$ cat src/rtl/fire_pkg.sv
// Shared types and sizing helpers for the multi-zone fire alarm controller.
package fire_pkg;

    typedef enum logic [1:0] {
        IDLE     = 2'd0,
        ALARM    = 2'd1,
        SILENCED = 2'd2
    } state_e;

    // Width of the shared timer: must hold max(sprinkler_ms, silence_ms).
    function automatic int unsigned timer_width(input int unsigned sprinkler_ms,
                                                input int unsigned silence_ms);
        int unsigned m;
        m = (sprinkler_ms > silence_ms) ? sprinkler_ms : silence_ms;
        return ($clog2(m + 1) < 1) ? 1 : $clog2(m + 1);
    endfunction

endpackage

$ cat src/rtl/fire_zone_filter.sv
// Per-zone persistence filter: a saturating run-length counter of high sensor samples.
module fire_zone_filter #(
    parameter int unsigned CONFIRM_MS = 50
) (
    input  logic clk_i,
    input  logic rst_i,
    input  logic sensor_i,
    output logic conf_o
);

    localparam int unsigned CW = ($clog2(CONFIRM_MS + 1) < 1) ? 1 : $clog2(CONFIRM_MS + 1);

    logic [CW-1:0] cnt_q;
    logic [CW-1:0] cnt_d;

    // Any low sample restarts confirmation; saturate once confirmed.
    always_comb begin
        cnt_d = '0;
        if (sensor_i) begin
            cnt_d = (cnt_q == CW'(CONFIRM_MS)) ? cnt_q : cnt_q + CW'(1);
        end
    end

    always_ff @(posedge clk_i) begin
        if (rst_i) begin
            cnt_q <= '0;
        end else begin
            cnt_q <= cnt_d;
        end
    end

    assign conf_o = (cnt_q == CW'(CONFIRM_MS));

endmodule

$ cat src/rtl/fire_alarm_ctrl.sv
// Multi-zone fire alarm controller: zone filters, alarm/silence/re-arm FSM,
// sprinkler escalation, first-zone report and sticky zone history.
module fire_alarm_ctrl
    import fire_pkg::*;
#(
    parameter int unsigned NZONE        = 4,
    parameter int unsigned CONFIRM_MS   = 50,
    parameter int unsigned SPRINKLER_MS = 5000,
    parameter int unsigned SILENCE_MS   = 60000,
    localparam int unsigned ZW          = (NZONE > 1) ? $clog2(NZONE) : 1
) (
    input  logic             CLK1K,
    input  logic             RST,
    input  logic [NZONE-1:0] SENSOR,
    input  logic             ACK,
    input  logic             CLEAR,
    output logic             FIRE_ALARM,
    output logic             SPRINKLER,
    output logic             ZONE_VALID,
    output logic [ZW-1:0]    ZONE_ID,
    output logic [NZONE-1:0] ACTIVE_ZONES
);

    localparam int unsigned TW = timer_width(SPRINKLER_MS, SILENCE_MS);

    logic [NZONE-1:0] conf;
    logic [ZW-1:0]    first_zone;
    logic             any_conf;
    logic             new_zone;
    logic             clear_ok;

    state_e           state_q;
    logic [TW-1:0]    timer_q;
    logic             fire_q;
    logic             sprinkler_q;
    logic             valid_q;
    logic [ZW-1:0]    zone_id_q;
    logic [NZONE-1:0] active_q;

    for (genvar g = 0; g < NZONE; g++) begin : g_zone
        fire_zone_filter #(
            .CONFIRM_MS(CONFIRM_MS)
        ) u_filter (
            .clk_i   (CLK1K),
            .rst_i   (RST),
            .sensor_i(SENSOR[g]),
            .conf_o  (conf[g])
        );
    end

    // Lowest-index confirmed zone wins a same-edge tie.
    always_comb begin
        first_zone = '0;
        for (int i = int'(NZONE) - 1; i >= 0; i--) begin
            if (conf[i]) begin
                first_zone = ZW'(i);
            end
        end
    end

    assign any_conf = |conf;
    assign new_zone = |(conf & ~active_q);
    assign clear_ok = CLEAR && !any_conf;

    always_ff @(posedge CLK1K) begin
        if (RST) begin
            state_q     <= IDLE;
            timer_q     <= '0;
            fire_q      <= 1'b0;
            sprinkler_q <= 1'b0;
            valid_q     <= 1'b0;
            zone_id_q   <= '0;
            active_q    <= '0;
        end else if (clear_ok) begin
            state_q     <= IDLE;
            timer_q     <= '0;
            fire_q      <= 1'b0;
            sprinkler_q <= 1'b0;
            valid_q     <= 1'b0;
            zone_id_q   <= '0;
            active_q    <= '0;
        end else begin
            active_q <= active_q | conf;
            unique case (state_q)
                IDLE: begin
                    if (any_conf) begin
                        state_q   <= ALARM;
                        fire_q    <= 1'b1;
                        timer_q   <= '0;
                        zone_id_q <= first_zone;
                        valid_q   <= 1'b1;
                    end
                end
                ALARM: begin
                    if (ACK) begin
                        state_q <= SILENCED;
                        fire_q  <= 1'b0;
                        timer_q <= '0;
                    end else if (timer_q == TW'(SPRINKLER_MS - 1)) begin
                        sprinkler_q <= 1'b1;
                    end else begin
                        timer_q <= timer_q + TW'(1);
                    end
                end
                SILENCED: begin
                    // A never-before-seen zone re-arms at once; otherwise wait out the silence window.
                    if (new_zone) begin
                        state_q <= ALARM;
                        fire_q  <= 1'b1;
                        timer_q <= '0;
                    end else if (timer_q == TW'(SILENCE_MS - 1)) begin
                        if (any_conf) begin
                            state_q <= ALARM;
                            fire_q  <= 1'b1;
                            timer_q <= '0;
                        end
                    end else begin
                        timer_q <= timer_q + TW'(1);
                    end
                end
                default: begin
                    state_q <= IDLE;
                    fire_q  <= 1'b0;
                end
            endcase
        end
    end

    assign FIRE_ALARM   = fire_q;
    assign SPRINKLER    = sprinkler_q;
    assign ZONE_VALID   = valid_q;
    assign ZONE_ID      = zone_id_q;
    assign ACTIVE_ZONES = active_q;

endmodule
$ cat config.mk
export PLATFORM = sky130hd
export DESIGN_NAME = fire_alarm_ctrl
export DESIGN_NICKNAME = d
export VERILOG_FILES = /design/src/rtl/fire_pkg.sv /design/src/rtl/fire_zone_filter.sv /design/src/rtl/fire_alarm_ctrl.sv
export SDC_FILE = /design/constraint.sdc
export NUM_CORES = 1
export LEC_CHECK = 0
export CORE_UTILIZATION = 30
export DETAILED_ROUTE_END_ITERATION = 12
export GPL_ROUTABILITY_DRIVEN = 0
export PLACE_DENSITY = 0.57
export SETUP_SLACK_MARGIN = 0.02
export SYNTH_ARGS = -nofsm -noshare
export SYNTH_HDL_FRONTEND = slang
export SYNTH_SLANG_ARGS = --single-unit
$ cat constraint.sdc
create_clock -name CLK1K -period 1.9 [get_ports CLK1K]
set_input_delay 0.475 -clock CLK1K [delete_from_list [all_inputs] [get_ports CLK1K]]
set_output_delay 0.475 -clock CLK1K [all_outputs]
set_load 0.02 [all_outputs]
**Word level (Yosys, flattened, before mapping)**

Cells that the tools add are included.
Widths: inputs -> output; s select.

- Bits in registers: 51
- Bits in latches: 0
- ROM bits: 0
- Input bits: 8
- RAM bits: 0
- Memories kept: 0

- Multipliers: 0
- Shift-type cells: 0
- Order comparisons: 0
- Add/subtract/negate cells: 5
- Reductions and logical operators: 15
- Eq/ne operators: 11
- Muxes and demuxes: 20
- Div/mod/pow operators: 0
- Bitwise operators: 8

Operators with widths:

| operator | number |
|---|---|
| $mux 16 | 5 |
| $pmux 16 s3 | 1 |
| $add 6x1->6 const B | 4 |
| $eq 6x6->1 const B | 4 |
| $add 16x1->16 const B | 1 |
| $eq 16x13->1 const B | 1 |
| $eq 16x16->1 const B | 1 |
| $mux 2 | 8 |
| $reduce_or 2->1 | 5 |
| $reduce_or 4->1 | 2 |
| $ne 3x3->1 const B | 2 |
| $pmux 2 s3 | 1 |
| $reduce_and 2->1 | 3 |
| $not 1->1 | 5 |
| $and 4x4->4 | 1 |
| $mux 1 | 4 |
| $not 4->4 | 1 |
| $or 4x4->4 | 1 |
| $pmux 1 s3 | 1 |
| $reduce_and 3->1 | 1 |
| $reduce_bool 3->1 | 1 |
| $eq 2x1->1 const B | 1 |
| $eq 2x2->1 const B | 1 |
| $logic_not 2->1 | 1 |
| other kinds (3) | 3 |

**Depth between registers and ports, before layout**

Gate-level depths: netlist (run 1).

- Depth after elaboration: 6
- Mapped depth: 11
- Gate-level depth less buffers: 8

**Cells and area by module**

From an unflattened synthesis (run 1), not the netlist that was laid out.

- Cell total of the unflattened synthesis: 306
- Area, all modules: 2,765.2 µm²

Modules (own cells, without submodules):

| module | cells each | instances | area each (µm²) |
|---|---|---|---|
| fire_alarm_ctrl | 186 | 1 | 1,564.0 |
| fire_zone_filter | 30 | 4 | 300.3 |

**Least setup slack after synthesis (run 1)**

No wires, ideal clock.

- Path kind: register to register
- From: register timer_q[0]
- To: register timer_q[12]
- Library setup time: 0.088 ns
- Path buffers: 2
- Stages on the path, launching flop included: 10
- Clock period less this slack: 1.972 ns
- Arrival time: 1.884 ns
- Path slack: -0.072 ns
- Required time: 1.812 ns
- Cell sequence: dfxtp_1 ha_1 and4_1 buf_2 nand4_4 nand4b_1 o41ai_2 buf_4 a41oi_2 a311oi_2

- Longest elaborated chain between the ends: 4
- Elaborated cells on any way between the ends: 10
- Classes of those cells: 1 x add/sub; 3 x eq/ne; 5 x mux; 1 x reduce/logical

RTL lines:

| what | line | source |
|---|---|---|
| from (decl) | fire_alarm_ctrl.sv:33 | `logic [TW-1:0] timer_q;` |
| from (signal assigned) | fire_alarm_ctrl.sv:102 | `timer_q <= timer_q + TW'(1);` |
| from (signal assigned) | fire_alarm_ctrl.sv:118 | `timer_q <= timer_q + TW'(1);` |
| $add 16x1->16 / $eq 16x16->1 (equally long branches) | fire_alarm_ctrl.sv:102, fire_alarm_ctrl.sv:118, fire_alarm_ctrl.sv:111 |  |
| $mux 16 (on tied branches) | fire_alarm_ctrl.sv:111, fire_alarm_ctrl.sv:99 |  |
| $mux 16 (on tied branches) | fire_alarm_ctrl.sv:107, fire_alarm_ctrl.sv:95 |  |
| $pmux 16 s3 | fire_alarm_ctrl.sv:84 | `unique case (state_q)` |

Several ways; a longest one is shown, not always the timed one. The select of a mux whose other input is x is not followed.
A chain may end at the register's enable or synchronous reset.

**Worst setup path in the final report (run 1)**

- From: register state_q[0]
- To: register timer_q[2]

- Longest elaborated chain between the ends: 3
- Elaborated cells on any way between the ends: 7
- Classes of those cells: 3 x eq/ne; 1 x mux; 3 x reduce/logical

RTL lines:

| what | line | source |
|---|---|---|
| from (decl) | fire_alarm_ctrl.sv:32 | `state_e state_q;` |
| from (signal assigned) | fire_alarm_ctrl.sv:67 | `state_q <= IDLE;` |
| from (signal assigned) | fire_alarm_ctrl.sv:75 | `state_q <= IDLE;` |
| from (signal assigned) | fire_alarm_ctrl.sv:87 | `state_q <= ALARM;` |
| $eq 2x1->1, or another cell as far along | fire_alarm_ctrl.sv:84 |  |
| $ne 3x3->1 (no source line) / $reduce_bool 3->1 (equally long branches) | n/a |  |
| $reduce_and 2->1 (no source line) | n/a |  |

Several ways; a longest one is shown, not always the timed one.

==> run metrics, run 1 <==
clk buf depth 2; Final Setup Violations 21; WL/cell 14.4 um; total number of vias 2,687; initial core utilization 31.1%; first-pass GRT wire length 12.3 mm; Main synth FF type dfxtp_1; clk slew on worst S/H paths 100 ps; gr ovfl total 0; TritonCTS Sinks 51; unrepaired setup endpoints after global routing yes; initial antenna violation count 0; Synth cell types 53; Arrival @ worst endpoint 2250 ps; Avg Inst Size Synth 8.79 um2; CP Max Fanout 6; clk_lat worst skew 320 ps; CTS tree done; Rows 34; failing checks setup timing; CTS Buf Count 5; PD cells 443 nW/um2; Pleak 1.61 nW; Post-synth EDFFs 0; largest net degree at the start of global routing 19; final worst slack -111 ps; Synth Instances 310; WP data required 2140 ps; Place WS -210 ps; Post-Syn Area 2730 um2; Final nets 441; vias in the first global route 2,573; Seq cells post-synth 51; status finished, violations left; PnR Total Power 1.87 mW; Final min period 2010 ps; post-synthesis mux area share 0%; post-synthesis simple-gate area fraction 30.9%; Die W 97.3 um; Remaining DRCs 0; first-pass iteration count of the detailed router 4; Tightest Hold Check Type register to register; final-report hold violation count 0; final slew viol count 0; # hold bufs at CTS 0; I/O pin cnt 17; All-Layer GR Usage 15.7%; H-tree levels 2; Final ANT Viol Nets 0; post-DP HPWL 5.19 mm; xor and xnor area share after synthesis 6.43%; R2R setup slack -110 ps; post-synthesis adder-cell area fraction 5.97%; layout cells sized above 1 42.5%; Syn Nets 331; CTS root buf clkbuf_8; IO Port Bufs 16; final wirelength 7.60 mm; Slew @ Worst Pin 576 ps; ys async rst share 0%; Worst setup EP type register; worst setup path class register to register; Area growth syn-to-layout 54.8%; Rel. slew slack 61.3%; fmax 0.497 GHz; Max VDD drop 0.000250 V; antenna diode count 0; Die Area 9470 um2; initial DRC count 100; CP Launch Type register; Die Y 97.3 um; via/cell ratio 5.08; Final Cycle Share 106%; largest family of logic cells by synthesized area simple AND/OR/NAND/NOR gates; synth warn 0; post-synthesis sequential area ratio 37.5%; Fill cells 794; clk_skew 13.0 ps; core box area 8760 um2; Synth Area in Compound Gates 15.5%; maxcap violations 0
-- synth_stat cells, types with 2 or more instances --
cell type,n,share of area [%]
o21ai_1,10,1.8
buf_4,2,0.55
a21o_1,2,0.55
nor2_1,38,5.2
o211ai_1,3,0.83
a211oi_1,6,1.7
nand4b_1,5,1.6
o41ai_2,2,1.2
and4b_1,2,0.73
nor3_1,10,1.8
nor3b_1,3,0.83
inv_1,10,1.4
dfxtp_1,51,37
nand4_1,11,2.5
a21oi_1,9,1.7
and3_1,5,1.1
ha_1,13,6.0
nor4b_1,2,0.64
clkbuf_1,4,0.55
xor2_1,8,2.6
nand3_1,32,5.9
xnor2_1,12,3.9
nand2b_1,4,0.92
o21ai_0,5,0.92
o221a_1,2,0.83
nand2_1,14,1.9
buf_2,5,0.92
a31oi_1,11,2.5
o21a_1,2,0.55
or3_1,2,0.46
nor2b_1,3,0.69
-- kinds of logic after synthesis --
kind of cell / count (synthesis)
simple gates: 145
flops: 51
xor+xnor: 20
fa+ha+maj: 13
compound gates: 59
buf+inv: 22
-- path summary, 6_finish.rpt --
check / startpoint / to / depth (start not counted)
hold reg to reg: SPRINKLER / SPRINKLER / 1
setup / recovery: state_q[0] / timer_q[2] / 10
setup reg to reg: state_q[0] / timer_q[2] / 10
hold / removal: SPRINKLER / SPRINKLER / 1
-- sequential cells by signal, indices dropped and copies added, names as in the netlist --
| signal | count |
|---|---|
| SPRINKLER | 1 |
| ZONE_VALID | 1 |
| g_zone.u_filter.cnt_q | 24 |
| ZONE_ID | 2 |
| timer_q | 16 |
| FIRE_ALARM | 1 |
| ACTIVE_ZONES | 4 |
| state_q | 2 |
-- worst max-delay path, stage by stage (launching register included) --
cell and delay [ps]:
dfxtp_2 360, inv_2 50, buf_6 110, ha_4 260, nand4b_1 150, o41ai_4 320, buf_6 180, buf_6 100
clkbuf_16 130, nand4b_1 90, a31oi_1 190
-- cell usage in the layout (no fill, tap or decap), drive strengths merged, types with 2 or more instances in the layout --
master | netlist | routed
a211oi | 7 | 7
o221a | 2 | 2
nand2 | 14 | 14
nor3 | 11 | 11
nand3 | 32 | 32
inv | 10 | 11
dfxtp | 51 | 51
nand2b | 4 | 4
and3 | 5 | 5
o211ai | 3 | 3
a311oi | 2 | 2
nor2 | 38 | 38
nand4 | 12 | 12
nor2b | 3 | 3
a21o | 2 | 2
nor3b | 5 | 5
o41ai | 3 | 3
clkbuf | 4 | 6
buf | 8 | 98
nor4b | 2 | 2
clkdlybuf4s50 | 0 | 14
a31oi | 11 | 11
and4 | 2 | 2
xor2 | 8 | 8
ha | 13 | 13
a21oi | 9 | 9
o21a | 2 | 2
nand4b | 5 | 5
xnor2 | 12 | 12
o21ai | 16 | 16
and4b | 2 | 2
or3 | 2 | 2
nor4bb | 2 | 2
-- cell type report --
cell class / count / area, um2 / share of cell area, %
inverter: 10 / 37.5 / 0.890
multi-input combinational: 237 / 1880 / 44.5
timing repair buffer: 115 / 1040 / 24.6
sequential: 51 / 1030 / 24.5
tap: 108 / 135 / 3.20
clock buffer: 5 / 68.8 / 1.63
clock inverter: 3 / 27.5 / 0.652
-- routing by layer --
metal	up-vias	part of all wire, %	GRT usage [%]	wire length, um
met5	-	0	0	0
met3	13	3.1	1.87	238
met4	0	2.0	5.88	155
met1	1260	47	20.9	3540
met2	60	48	26.2	3670
li1	1354	-	-	-
-- where the power goes --
group          leakage, nW  total [mW]  switching, mW  internal (mW)
logic                 1.14       0.108         0.0493         0.0583
clock network       0.0463       0.680          0.409          0.271
registers            0.416        1.08        0.00580           1.08
-- through the flow --
stage	utilization (%)	area, um2	instances	hold slack, ps	setup TNS [ps]
after floorplan	-	2750	310	451	-581
after CTS	45.5	3990	522	482	-518
after detailed placement	41.3	3620	505	464	-3640
after global placement	41.3	3620	505	456	-3140
after global routing	48.1	4220	529	516	-3020
final	48.1	4220	529	481	-1270
-- what timing repair did --
item	in CTS	in global routing
setup buffers	7	6
setup endpoints to repair	28	24
pin swaps	11	33
gates resized for setup	51	41
cloned	2	2
Note: power is estimated with default switching activity, not from simulation.
==> run 2: changes to the inputs <==
--- a/config.mk
+++ b/config.mk
@@ -5,10 +5,13 @@
 export SDC_FILE = /design/constraint.sdc
 export NUM_CORES = 1
 export LEC_CHECK = 0
+export CELL_PAD_IN_SITES_DETAIL_PLACEMENT = 1
+export CELL_PAD_IN_SITES_GLOBAL_PLACEMENT = 2
+export CORE_MARGIN = 2
 export CORE_UTILIZATION = 30
 export DETAILED_ROUTE_END_ITERATION = 12
 export GPL_ROUTABILITY_DRIVEN = 0
-export PLACE_DENSITY = 0.57
+export PLACE_DENSITY = 0.78
 export SETUP_SLACK_MARGIN = 0.02
 export SYNTH_ARGS = -nofsm -noshare
 export SYNTH_HDL_FRONTEND = slang
==> run metrics, run 2 (same netlist as run 1, synthesis figures left out) <==
CTS root buf clkbuf_8; Area growth syn-to-layout 53.6%; Final min period 2090 ps (+76.3 ps); worst flop-to-flop path startpoint g_zone[0].u_filter.cnt_q[0]; worst setup path class register to register; WP data required 2150 ps (about the same); final worst slack -187 ps (-76.3 ps); maxcap violations 0 (unchanged); Rel. slew slack 62.2% (+0.86 points); antenna diode count 0 (unchanged); CP Max Fanout 6 (unchanged); layout cells sized above 1 39.0% (-3.5 points); # hold bufs at CTS 0 (unchanged); clk buf depth 2 (unchanged); Final Cycle Share 110% (+4.0 points); initial DRC count 53 (-47%); Comb pwr share 5.9% (about the same); first-pass GRT wire length 15.2 mm (+24%); largest net degree at the start of global routing 23 (+4); final slew viol count 0 (unchanged); clk slew on worst S/H paths 110 ps (about the same); initial core utilization 31.1% (unchanged); All-Layer GR Usage 19.1% (+3.3 points); core box area 8760 um2 (unchanged); Worst setup EP type register; Max VDD drop 0.000265 V (+6.0%); Arrival @ worst endpoint 2330 ps (+80 ps); Net Sw Frac 23.4% (-1.4 points); Slew @ Worst Pin 563 ps (-12.8 ps); PD cells 480 nW/um2 (+8.2%); status finished, violations left; Reg-to-Reg End timer_q[2]; failing checks setup timing; switching power 0.470 mW (+1.3%); CTS tree done; most common cell after layout, fill and taps aside buf_4; H-tree levels 2 (unchanged); clock share of power 40.1% (+3.8 points); TritonCTS Sinks 51 (unchanged); Reg with most FFs g_zone.u_filter.cnt_q; unrepaired setup endpoints after global routing yes; Final Setup Violations 21 (unchanged); Final ANT Viol Nets 0 (unchanged); fmax 0.479 GHz (-3.7%); met2 Resource Use GR 35.0% (+8.9 points); Rows 34 (unchanged); first-pass iteration count of the detailed router 5 (+1); Die Y 99.3 um (+2.1%); Die Area 9860 um2 (+4.2%); Flop pwr share 53.9% (-4.0 points); GRT busiest layer met2; Min-Delay Path Depth 1 (unchanged); Pleak 1.59 nW (-0.93%); Die W 99.3 um (+2.1%); post-layout util 47.8% (-0.37 points); total number of vias 2,726 (+1.5%); via/cell ratio 5.21 (+2.6%); Final nets 435 (-1.4%); max reg flops 24 (unchanged); gr ovfl total 0 (unchanged); Hold Path Sink SPRINKLER; worst hold slack 495 ps (+14.4 ps); final-report hold violation count 0 (unchanged); clk_lat worst skew 320 ps (about the same); R2R cell count 11 (+1); Tightest Hold Check Type register to register; GR Util met1 22.9% (+2.0 points); worst hold start SPRINKLER; initial antenna violation count 0 (unchanged); WL/cell 17.2 um (+20%); vias in the first global route 3,066 (+19%); Fill cells 1,009 (+27%); R2R setup slack -190 ps (-80 ps); CTS Buf Count 5 (unchanged); Internal 1.54 mW (+9.3%); post-DP HPWL 5.94 mm (+15%); most frequent cells in the layout buf_4 (74), dfxtp_1 (43), nor2_1 (32); IO Port Bufs 16 (unchanged); final wirelength 9.00 mm (+18%); clk_skew 12.0 ps (-0.932 ps); I/O pin cnt 17 (unchanged); Remaining DRCs 0 (unchanged); CP Launch Type register; met3 usage 2.88% (+1.0 points)
-- run 2: cell count changes in the layout (fill, tap and decap cells not counted), moves of 2 or more --
cell / delta
o21ai_1: +8
nor2_2: -3
buf_6: -3
inv_2: -3
ha_4: -2
nand3_1: -4
nor2_4: +4
buf_4: -4
o21ai_2: -9
ha_1: +2
nand3_2: +4
a21oi_4: +2
inv_1: +3
-- run 2: through the flow --
step                setup slack [ps]  total power, mW  TNS (ps)  std cells  area, um2
finish                          -187             2.01     -2660        523       4190
global route                    -292             2.09     -4560        523       4190
CTS                             -149             2.03     -1720        520       4070
detailed placement              -287             1.19     -4690        499       3580
global placement                -192             1.19     -3090        499       3580
floorplan                      -57.7             1.14      -581        310       2750
-- run 2: final cells by class --
class | count | area [um2] | area share [%]
Clock buffer | 5 | 68.8 | 1.64
Multi-Input combinational cell | 237 | 1880 | 44.8
Sequential cell | 51 | 1030 | 24.6
Timing Repair Buffer | 109 | 991 | 23.7
Inverter | 10 | 37.5 | 0.897
Tap cell | 108 | 135 | 3.23
Clock inverter | 3 | 46.3 | 1.11
-- run 2: how the worst max path moves through the flow --
stage	from	to	slack (ps)	depth (start not counted)
after detailed placement	g_zone[0].u_filter.cnt_q[0]	timer_q[10]	-290	11
after floorplan	timer_q[1]	timer_q[8]	-60	9
final	g_zone[0].u_filter.cnt_q[0]	timer_q[2]	-190	11
after global placement	ACK	timer_q[12]	-190	8
after CTS	g_zone[0].u_filter.cnt_q[0]	timer_q[12]	-150	10
after global routing	g_zone[0].u_filter.cnt_q[0]	timer_q[9]	-290	11
-- run 2: power by group through the flow --
stage	Sequential, mW	Combinational, mW	Clock, mW
6_report	1.08	0.119	0.806
5_1_grt	1.08	0.130	0.873
4_1_cts	1.08	0.115	0.836
3_5_place_dp	1.11	0.0880	0
3_3_place_gp	1.11	0.0859	0
2_1_floorplan	1.11	0.0347	0
-- run 2: what timing repair did --
action,CTS,global route
setup endpoints to repair,27,28
resized for setup,58,27
pin swaps,23,25
cloned,4,0
setup buffers,10,7
-- run 2: worst max-delay path, cell delays in order (launching register included) --
cell	delay (ps)
dfxtp_2	350
inv_2	40
ha_4	150
nand4b_1	130
nor3_4	60
nand4b_1	230
o41ai_4	340
buf_4	200
buf_8	140
buf_6	100
nand4b_1	90
a31oi_1	170
-- run 2: routing by layer --
| layer | up-vias | wire length, um | part of all wire, % |
|---|---|---|---|
| met3 | 17 | 217 | 2.4 |
| met5 | - | 0 | 0 |
| met4 | 0 | 172 | 1.9 |
| met1 | 1339 | 3890 | 43 |
| met2 | 29 | 4720 | 52 |
| li1 | 1341 | - | - |
==> patch (config.mk and constraints of run 1) <==
Put one more register stage on the output `FIRE_ALARM`, with the module's reset. The value now appears one clock later. The other outputs are not delayed to match.
--- a/src/rtl/fire_alarm_ctrl.sv
+++ b/src/rtl/fire_alarm_ctrl.sv
@@ -128,3 +128,9 @@
 
-    assign FIRE_ALARM   = fire_q;
+    always_ff @(posedge CLK1K) begin
+        if (RST) begin
+            FIRE_ALARM <= '0;
+        end else begin
+            FIRE_ALARM <= fire_q;
+        end
+    end
     assign SPRINKLER    = sprinkler_q;
Behaviour: same outputs for any inputs over 10 cycles, from zero or initial values and one cycle with RST high; that may be too few to reach the edited logic, so the function may still have changed.
==> patch against run 1 <==
The run still ends with setup timing left. Cell count down 6.2%. Final area down 13%. Hold slack worse by 2.6 ps. Sequential share of layout area up 4.1 points. Total power up 6.8%. Setup slack better by 78 ps. Wire length down 13%. Synthesized area up 3.4%. Sequential cell count up 1. Critical endpoint is now timer_q[11]$_SDFFE_PP0P_. Highest routed layer unchanged.
==> patch: results <==
metrics = {
    "run_status": {
        "status": "complete, but fails checks",
        "failed_checks": "setup timing",
    },
    "global_route": {
        "grt_use_total_pct": 14.5,
        "grt_max_degree": 21,
        "grt_pass1_vias": 2526,
        "grt_pass1_wl_mm": 11.5,
    },
    "logic_synthesis": {
        "synth_compound_area_share_pct": 13.4,
        "synth_fp_nets": 338,
        "yosysSeqAreaShare_pct": 36.9,
        "synth.distinct_cells": 60,
        "synth.area.mux_share_pct": 0,
        "synthXorXnorAreaFrac_pct": 6.21,
        "syn_area_per_cell_um2": 8.89,
        "synthAdderAreaFrac_pct": 5.77,
        "synth_commonest_cells": "dfxtp_1, nor2_1, nand2_1, nand3_1, ha_1",
        "synth_area_leaders": "dfxtp_1, ha_1, nor2_1",
    },
    "pwr": {
        "ir_worst_vdd_v": 0.000265,
        "p_leak_nw": 1.48,
    },
    "detailed_routing": {
        "via_per_inst": 5.06,
        "wirelength_mm": 6.61,
        "drt_first_pass_iters": 4,
        "first_iter_violations": 86,
    },
    "timing": {
        "setup_slack_ps": -32.7,
        "setup_viol": 3,
        "setup-tns-final_ps": -45.8,
        "worst_slew_pin_slew_ps": 363,
        "clock_skew_ps": 13.1,
    },
    "cells_and_area": {
        "drive_gt1_share_pct": 27.0,
        "fin_nets": 405,
        "fillCellCount": 893,
        "finalNonFillerCells": 496,
    },
    "placement": {
        "dp_cells": 481,
        "placedInstanceArea_um2": 3440,
        "dp_hpwl_mm": 5.01,
    },
    "worst_hold_path": {
        "min_path_type": "flop to flop",
    },
    "clock_tree": {
        "cts_buffer_depth": 2,
    },
    "setup_path": {
        "crit_arrival_ps": 2130,
        "cp_max_fo": 20,
    },
}
## patch: worst max-delay path: stages (launching register included)
cell     delay [ps]
dfxtp_2         360
ha_4            140
nand4_1         190
nor4_4          380
buf_4           190
o41ai_4         100
buf_12          170
a21oi_1         190
o22ai_2         110
## patch: cell type report
class	instances	area [um2]	share of cell area, %
repair buffers	72	618	16.8
flip-flops and latches	52	1050	28.5
clock buffers	6	82.6	2.24
well taps	111	139	3.78
multi-input cells	244	1720	46.7
inverters	9	33.8	0.918
clock inverters	2	38.8	1.05
## patch: worst paths after layout
path / from / end / slack (ps) / cells after the start
max: timer_q[1]$_SDFFE_PP0P_ / timer_q[11]$_SDFFE_PP0P_ / -30 / 8
min: fire_q$_SDFFE_PP0P_ / FIRE_ALARM$_SDFF_PP0_ / 480 / 1
max reg2reg: timer_q[1]$_SDFFE_PP0P_ / timer_q[11]$_SDFFE_PP0P_ / -30 / 8
min reg2reg: fire_q$_SDFFE_PP0P_ / FIRE_ALARM$_SDFF_PP0_ / 480 / 1
## patch: logic make-up (layout without fill, tap and decap cells)
logic type	after synthesis	after routing
AO/OA/AOI/OAI	47	47
AND/OR/NAND/NOR	164	164
flip-flops	52	52
XOR/XNOR	20	20
adder cells (fa/ha/maj)	13	13
buffers and inverters	21	89
## patch: per-stage QoR
stage / total power [W] / setup WS (ps)
finish: 0.00200 / -32.7
global route: 0.00209 / -172
CTS: 0.00203 / -12.7
detailed placement: 0.00121 / -217
global placement: 0.00121 / -175
floorplan: 0.00117 / 18.3
## patch: routing by layer
metal	vias to the layer above	share of wire, %	track usage, %
li1	1277	-	-
met1	1195	47	18.3
met2	28	50	24.9
met3	8	2.5	2.62
met4	0	1.1	4.82
met5	-	0	0
## patch: what timing repair did
item,CTS,global route
pin swaps,7,5
setup endpoints to repair,18,21
resized for setup,7,8
endpoints found under the hold margin,0,0
buffers inserted,5,2
## patch: report_power, final
group          internal [W]  switching [W]
clock              0.000431       0.000379
combinational     0.0000416      0.0000420
sequential          0.00110     0.00000613
total               0.00157       0.000427
